`src/rtl/prog_delay_line.sv`:
```
// prog_delay_line: multi-lane delay line with a runtime-selected tap.
// Optional DLY_ZERO_BYPASS_EN makes delay 0 a combinational bypass.
module prog_delay_line #(
    parameter int DATA_W        = 16,
    parameter int CHANNELS      = 4,
    parameter int MAX_DELAY     = 32,
    parameter int DEFAULT_DELAY = 5,
    parameter int SEL_W         = $clog2(MAX_DELAY + 1)
) (
    input  logic                         clk,
    input  logic                         reset,
    input  logic                         en,
    input  logic                         delay_load,
    input  logic [SEL_W-1:0]             delay_sel,
    input  logic                         in_valid,
    input  logic [CHANNELS*DATA_W-1:0]   in_data,
    output logic                         out_valid,
    output logic [CHANNELS*DATA_W-1:0]   out_data,
    output logic                         primed,
    output logic [SEL_W-1:0]             cur_delay,
    output logic                         cfg_err
);

    localparam int BW = CHANNELS * DATA_W;
    localparam logic [SEL_W-1:0] MAX_SEL = SEL_W'(MAX_DELAY);
    localparam logic [SEL_W-1:0] DEF_SEL = SEL_W'(DEFAULT_DELAY);

    typedef enum logic {S_FILL, S_STEADY} state_t;

    logic [MAX_DELAY-1:0] r_vld;
    logic [BW-1:0]        r_dat [MAX_DELAY];
    logic [SEL_W-1:0]     r_cur;
    logic [SEL_W-1:0]     r_cnt;
    logic                 r_cfg_err;
    state_t               r_state;

    state_t               w_state_n;
    logic [SEL_W-1:0]     w_cnt_n;
    logic [SEL_W-1:0]     w_cur_n;
    logic [SEL_W-1:0]     w_sel_clamp;
    logic                 w_sel_bad;
    logic                 w_tap_v;
    logic [BW-1:0]        w_tap_d;

    // Clamp the requested delay into the legal range and flag bad requests
    always_comb begin
        w_sel_bad   = 1'b0;
        w_sel_clamp = delay_sel;
        if (delay_sel > MAX_SEL) begin
            w_sel_bad   = 1'b1;
            w_sel_clamp = MAX_SEL;
        end
`ifndef DLY_ZERO_BYPASS_EN
        else if (delay_sel == '0) begin
            w_sel_bad   = 1'b1;
            w_sel_clamp = SEL_W'(1);
        end
`endif
    end

    // Shift stages on enable; a load flushes valids before the new beat lands
    always_ff @(posedge clk) begin
        if (reset) begin
            r_vld <= '0;
            for (int k = 0; k < MAX_DELAY; k++) begin
                r_dat[k] <= '0;
            end
        end else begin
            if (en) begin
                r_dat[0] <= in_data;
                for (int k = 1; k < MAX_DELAY; k++) begin
                    r_dat[k] <= r_dat[k-1];
                end
            end
            if (delay_load) begin
                r_vld <= {{(MAX_DELAY-1){1'b0}}, en & in_valid};
            end else if (en) begin
                r_vld <= {r_vld[MAX_DELAY-2:0], in_valid};
            end
        end
    end

    // Fill tracking: count enabled cycles until the pipe holds cur_delay beats
    always_comb begin
        w_state_n = r_state;
        w_cnt_n   = r_cnt;
        w_cur_n   = r_cur;
        if (delay_load) begin
            w_cur_n   = w_sel_clamp;
            w_cnt_n   = (en && w_sel_clamp != '0) ? SEL_W'(1) : '0;
            w_state_n = (w_cnt_n >= w_cur_n) ? S_STEADY : S_FILL;
        end else begin
            unique case (r_state)
                S_FILL: begin
                    if (en && r_cnt < r_cur) begin
                        w_cnt_n = r_cnt + SEL_W'(1);
                    end
                    if (w_cnt_n >= r_cur) begin
                        w_state_n = S_STEADY;
                    end
                end
                S_STEADY: begin
                    w_state_n = S_STEADY;
                end
            endcase
        end
    end

    // Delay configuration and fill-state registers
    always_ff @(posedge clk) begin
        if (reset) begin
            r_state   <= S_FILL;
            r_cnt     <= '0;
            r_cur     <= DEF_SEL;
            r_cfg_err <= 1'b0;
        end else begin
            r_state   <= w_state_n;
            r_cnt     <= w_cnt_n;
            r_cur     <= w_cur_n;
            r_cfg_err <= delay_load & w_sel_bad;
        end
    end

    // Select the stage at depth cur_delay
    always_comb begin
        w_tap_v = 1'b0;
        w_tap_d = '0;
        for (int k = 0; k < MAX_DELAY; k++) begin
            if (r_cur == SEL_W'(k + 1)) begin
                w_tap_v = r_vld[k];
                w_tap_d = r_dat[k];
            end
        end
`ifdef DLY_ZERO_BYPASS_EN
        if (r_cur == '0) begin
            w_tap_v = in_valid & en;
            w_tap_d = in_data;
        end
`endif
    end

    assign out_valid = w_tap_v;
    assign out_data  = w_tap_v ? w_tap_d : '0;
    assign primed    = (r_state == S_STEADY);
    assign cur_delay = r_cur;
    assign cfg_err   = r_cfg_err;

endmodule

```
`config.mk`:
```
export PLATFORM = sky130hd
export DESIGN_NAME = prog_delay_line
export DESIGN_NICKNAME = d
export VERILOG_FILES = /design/src/rtl/prog_delay_line.sv
export SDC_FILE = /design/constraint.sdc
export NUM_CORES = 2
export LEC_CHECK = 0
export ABC_AREA = 0
export CAP_MARGIN = 20
export CORE_UTILIZATION = 61
export CTS_BUF_LIST = sky130_fd_sc_hd__clkbuf_4 sky130_fd_sc_hd__clkbuf_8
export DETAILED_ROUTE_END_ITERATION = 16
export GPL_TIMING_DRIVEN = 0
export PLACE_DENSITY_LB_ADDON = 0.1
export SLEW_MARGIN = 20
export SYNTH_ARGS = -nofsm -noshare
export SYNTH_HDL_FRONTEND = slang
export SYNTH_SLANG_ARGS = --single-unit
export TNS_END_PERCENT = 30
```
`constraint.sdc`:
```
create_clock -name clk -period 37.4 [get_ports clk]
set_clock_uncertainty 0.15 [all_clocks]
set_input_delay 5.61 -clock clk [delete_from_list [all_inputs] [get_ports clk]]
set_output_delay 5.61 -clock clk [all_outputs]
set_load 0.005 [all_outputs]
```
# ---- After elaboration in Yosys (flattened, before gate mapping)
# Memory sizes are Yosys's and may differ from the RTL's.
# Cells that the tools add are included.
# Widths: inputs -> output; s select.
dict set report op_classes {
  n_bitwise 35
  n_lt_le_gt_ge 4
  mux 118
  eq_ne 33
  n_reduce_logical 6
  add_sub_neg 1
}
# operator count
set op_table {}
lappend op_table {{$mux 64} 65}
lappend op_table {{$eq 6x5->1 const B} 16}
lappend op_table {{$eq 6x4->1 const B} 8}
lappend op_table {{$mux 1} 45}
lappend op_table {{$mux 6} 7}
lappend op_table {{$or 1x1->1} 32}
lappend op_table {{$eq 6x3->1 const B} 4}
lappend op_table {{$eq 6x2->1 const B} 2}
lappend op_table {{$add 6x1->6 const B} 1}
lappend op_table {{$eq 6x1->1 const B} 1}
lappend op_table {{$eq 6x6->1 const B} 1}
lappend op_table {{$ge 1x6->1} 1}
lappend op_table {{$ge 6x6->1} 1}
lappend op_table {{$gt 6x6->1 const B} 1}
lappend op_table {{$logic_not 6->1} 1}
lappend op_table {{$lt 6x6->1} 1}
lappend op_table {{$reduce_bool 6->1} 1}
lappend op_table {{$and 1x1->1} 2}
lappend op_table {{$logic_and 1x1->1} 2}
lappend op_table {{$ne 2x2->1 const B} 1}
lappend op_table {{$pmux 1 s2} 1}
lappend op_table {{$reduce_bool 2->1} 1}
lappend op_table {{$reduce_or 2->1} 1}
lappend op_table {{$not 1->1} 1}
dict set report word_totals {
  input_bits 75
  memories 1
  elab_cells 204
  ramBits 2048
  output_inout_bits 73
  regBits 46
}
# name words width read_ports rd_ports_with_merged_regs write_ports line_no
set memory_table {}
lappend memory_table {r_dat 32 64 32 0 32 31} ;# logic [BW-1:0] r_dat [MAX_DELAY];

# ---- Depth between registers and ports, before layout
dict set report depth {
  word_depth 34
  mapped_depth 18
  depth_no_buf 16
}

# ---- Worst setup path before layout
# Ideal clock, no wire load.
dict set report synth_path {
  path_kind {input to register}
  startpoint {input port reset}
  endpoint {memory r_dat[0][0] in the netlist's numbering (enable)}
  arrival_time_ns 30.846
  setup_time_ns 1.601
  required_ns 35.649
  path_stages 5
  slack_ns 4.803
  n_path_buf 4
  cell_sequence {clkbuf_1 clkbuf_1 buf_1 clkbuf_1 or2_2}
}
# item line_no
set synth_rtl {}
lappend synth_rtl {{start, declared} 11} ;# input logic reset,
lappend synth_rtl {{end, declared} 31}

# ---- Final worst setup path
dict set report layout_path {
  startpoint {register r_cur[2], in the netlist cur_delay[2]}
  endpoint {output port out_data[61]}
}
dict set report layout_via {
  elab_chain_len 34
  word_cells_on_any_way 97
  classes_between {eq/ne: 32; mux: 65}
}
# item line_no
set layout_rtl {}
lappend layout_rtl {{start, declared} 32} ;# logic [SEL_W-1:0] r_cur;
lappend layout_rtl {{start signal, assigned} 119} ;# r_cur <= w_cur_n;
lappend layout_rtl {{$eq 6x1->1} 129} ;# if (r_cur == SEL_W'(k + 1)) begin
lappend layout_rtl {{$mux 64 / $mux 1 (equally long branches) (32 in a row)} 129}
lappend layout_rtl {{$mux 64 (*)} 143} ;# assign out_data = w_tap_v ? w_tap_d : '0;
lappend layout_rtl {{end, declared} 18} ;# output logic [CHANNELS*DATA_W-1:0] out_data,
# Mark *: on every way between the ends. The rest lies on a longest branch, timed or not.

==> impl_results.md <==
- Post-route ant nets: 0
- Largest delay share family, worst path: buffers and inverters
- Worst skew pair latency: 1070 ps
- Hold Vio Cnt, Final: 0
- Num Clock Sinks: 2,094
- Share of layout cells above drive strength 1: 10.2%
- Worst path most repeated cell: buf_2
- Setup TNS: 0 ps
- Final setup viols: 0
- Share of power burned in registers: roughly 55%
- Multi-input gate area: around 0.028 mm²
- Post-synth EDFFs: 2,048
- Part of the power in the clock network: between 30 and 40%
- Vias in the first global route: between 60,000 and 70,000
- Slew margin rel.: between 8 and 9%
- Post-Syn Area per Cell: 13.1 µm²
- Switching share of power: 25.0%
- Antenna violations before repair: 23
- Total number of vias: 66,000
- Layout Nets: 7,759
- Syn_nets: 7,200
- Core outline area: between 0.15 and 0.2 mm²
- Number of port buffers: 145
- CP arrival: 7130 ps
- GPL Wtd Cong: 1.01
- Most common cell after layout, fill and taps aside: edfxtp_1
- Combinational share of power: 7.6%
- Seq cells post-synth: 2,094
- Row count: 142
- Post-cts sizing count: 0
- # IOs: 148
- Die area: 0.154 mm²
- Status: finished, final reports clean
- Wirelength per Cell: 34.9 µm
- Clk slew on worst S/H paths: 60 ps
- Top cells by area, synth: edfxtp_1 (66%), and2_1 (7.8%), nor2b_1 (6.1%), a22oi_1 (2.5%), clkbuf_1 (1.5%)
- Int Power: 3.90 mW
- Synth area leader: edfxtp_1
- Critical path fanouts, max: 10
- Total chip power: 5.21 mW
- Synth top area share: 66.2%
- Final period demand of the worst path: between 10,000 and 15,000 ps
- RSZ-0062 raised after global routing: false
- Vias per cell: between 6 and 7
- CTS tree: built
- CP startpoint: cur_delay[2]
- Tightest Pin Transition: 1380 ps
- Net Sw Power: ~1.3 mW
- Post-CTS Hold Fix Bufs: 0
- Detailed Place HPWL: about 260,000 µm
- Die H: 392 µm
- Seq/Total Area, Yosys: 67.2%
- Critical-path cell list: buf_2 > buf_2 > buf_2 > buf_2 > buf_2 > o21ai_0 > a31oi_1 > o22ai_1 > a21oi_1 > nor4_1 > o41ai_1 > clkdlybuf4s50_1
- Buf/Inv on CP: 6
- Dominant synthesized flop cell: edfxtp_1
- Reg area: 0.0624 mm²
- Area Overhead vs Synth: 12.6%
- Leakage power: roughly 40 nW
- Final WL: 347,000 µm
- First-pass GRT wire length: 470,000 µm
- Req. time, crit path: 31,640 ps
- Design Area, Final: 0.105 mm²
- Fillcell total: 10,900
- Hold_sp: r_vld[27]
- CP max stage cell: buf_2
- H-tree depth: 5
- Clock buffer depth: 4
- Die width: slightly below 400 µm
- Largest net degree at the start of global routing: 60
- Hold Crit Class: register to register
- Slew Viols, Final: 0
- Max Cap Viol: 0
- Yosys warns: 0
- WS Path Type: register to primary output
- Post-route DRC: 0
- Root buf cell: clkbuf_8
- Post-synth ARST share: 0%
- Max incr delay on CP: 820 ps
- Commonest cells after routing, fill and taps aside: edfxtp_1 (2,048), and2_1 (1,154), nor2b_1 (902)
- Num CTS Buffers: 356
- Starting density of the core: between 60% and 70%
- Final Cycle Share: between 30% and 40%
- Final Util: a little over two thirds
- Total grt overflow: 0
- Pre-antenna DRT Iters: 10
- Worst setup EP type: primary output
- Startpoint types: register
- Post-Syn Instances: 7,112
- Power density over cell area: 49.8 mW/mm²
- FMAX: 77.6 MHz
- Cell variety after synth: 86
- Max VDD drop: 0.0361 mV
- Worst R2R Start: cur_delay[2]
- Postcts setup bufs: 0
- DR iter-0 viols: 11,200
- Mapped cell area: slightly above 0.09 mm²
- Tot GR Track Use: 44.9%
- Area after DPL: 0.0981 mm²
[cell type report]
| type | instances | area share [%] |
|---|---|---|
| Multi-Input combinational cell | 4461 | 26.9 |
| Sequential cell | 2094 | 59.6 |
| Clock buffer | 500 | 5.79 |
| Antenna cell | 18 | 0.0430 |
| Inverter | 11 | 0.0395 |
| Clock inverter | 88 | 0.344 |
| Tap cell | 2016 | 2.41 |
| Timing Repair Buffer | 201 | 2.55 |
| Buffer | 546 | 2.24 |
[flip-flops by register name, summed over array words and instances (netlist names)]
signal	flops
cur_delay	6
r_vld	32
r_dat	2048
primed	1
r_cnt	6
cfg_err	1
[power groups by stage]
stage	Clock, mW	Sequential (mW)	Combinational (mW)
finish	1.96	2.85	0.395
global route	2.04	2.86	0.402
CTS	1.94	2.84	0.378
detailed placement	0	2.89	0.376
global placement	0	3.04	0.353
floorplan	0	2.95	0.193
[tightest hold or removal path, stage by stage, from the launching register on]
cell	delay (ps)
dfxtp_1	350
mux2i_1	80
nor2_1	70
[synthesized netlist by cell type (all sizes together) (14+ instances only)]
cell type  number
edfxtp       2048
and2         1156
nor2b         902
clkbuf        383
a22oi         314
nand2         301
a21oi         281
nor2          241
o21ai         216
buf           163
a221oi        136
o22ai          96
nand3          92
mux2i          70
a222oi         60
nor3           58
o221ai         57
dfxtp          46
a211oi         42
nand4          39
a221o          37
o211ai         33
a31oi          29
a22o           21
nor4           17
o2111ai        17
o2bb2ai        17
and3           16
o211a          15
a32oi          14
o21a           14
[stage by stage]
stage	hold WS (ps)	setup WS, ps	std cells
finish	377	24510	9935
detailed placement	367	25640	9325
global route	386	24810	9922
floorplan	302	4800	7112
global placement	354	-7690	9273
CTS	368	24860	9913
[worst paths after layout]
path / slack (ps) / cells past startpoint / to
setup / recovery: 24510 / 12 / out_data[61]
hold / removal: 380 / 2 / r_vld[28]
setup reg to reg: 32330 / 17 / primed
hold reg to reg: 380 / 2 / r_vld[28]
[per-layer routing]
| metal | vias up | part of all wire (%) | global-route usage, % |
|---|---|---|---|
| met4 | 16 | 8.8 | 35.1 |
| met5 | - | 0.031 | 0 |
| met3 | 1111 | 13 | 13.2 |
| met2 | 5214 | 44 | 66.9 |
| met1 | 32100 | 34 | 54.9 |
| li1 | 27600 | - | - |
[cell families (layout without fill, tap and decap cells)]
group	count (synthesis)	in the layout	synth area share, %
and+or+nand+nor	2883	2883	18.0
DFF	2094	2094	67.2
AOI/OAI and AO/OA	1475	1475	11.2
buffers and inverters	557	1346	2.53
muxes	80	80	0.875
adders and majority gates	13	13	0.175
xor gates and xnor gates	10	10	0.0943
other	0	18	0
(Power assumes the default switching activity.)
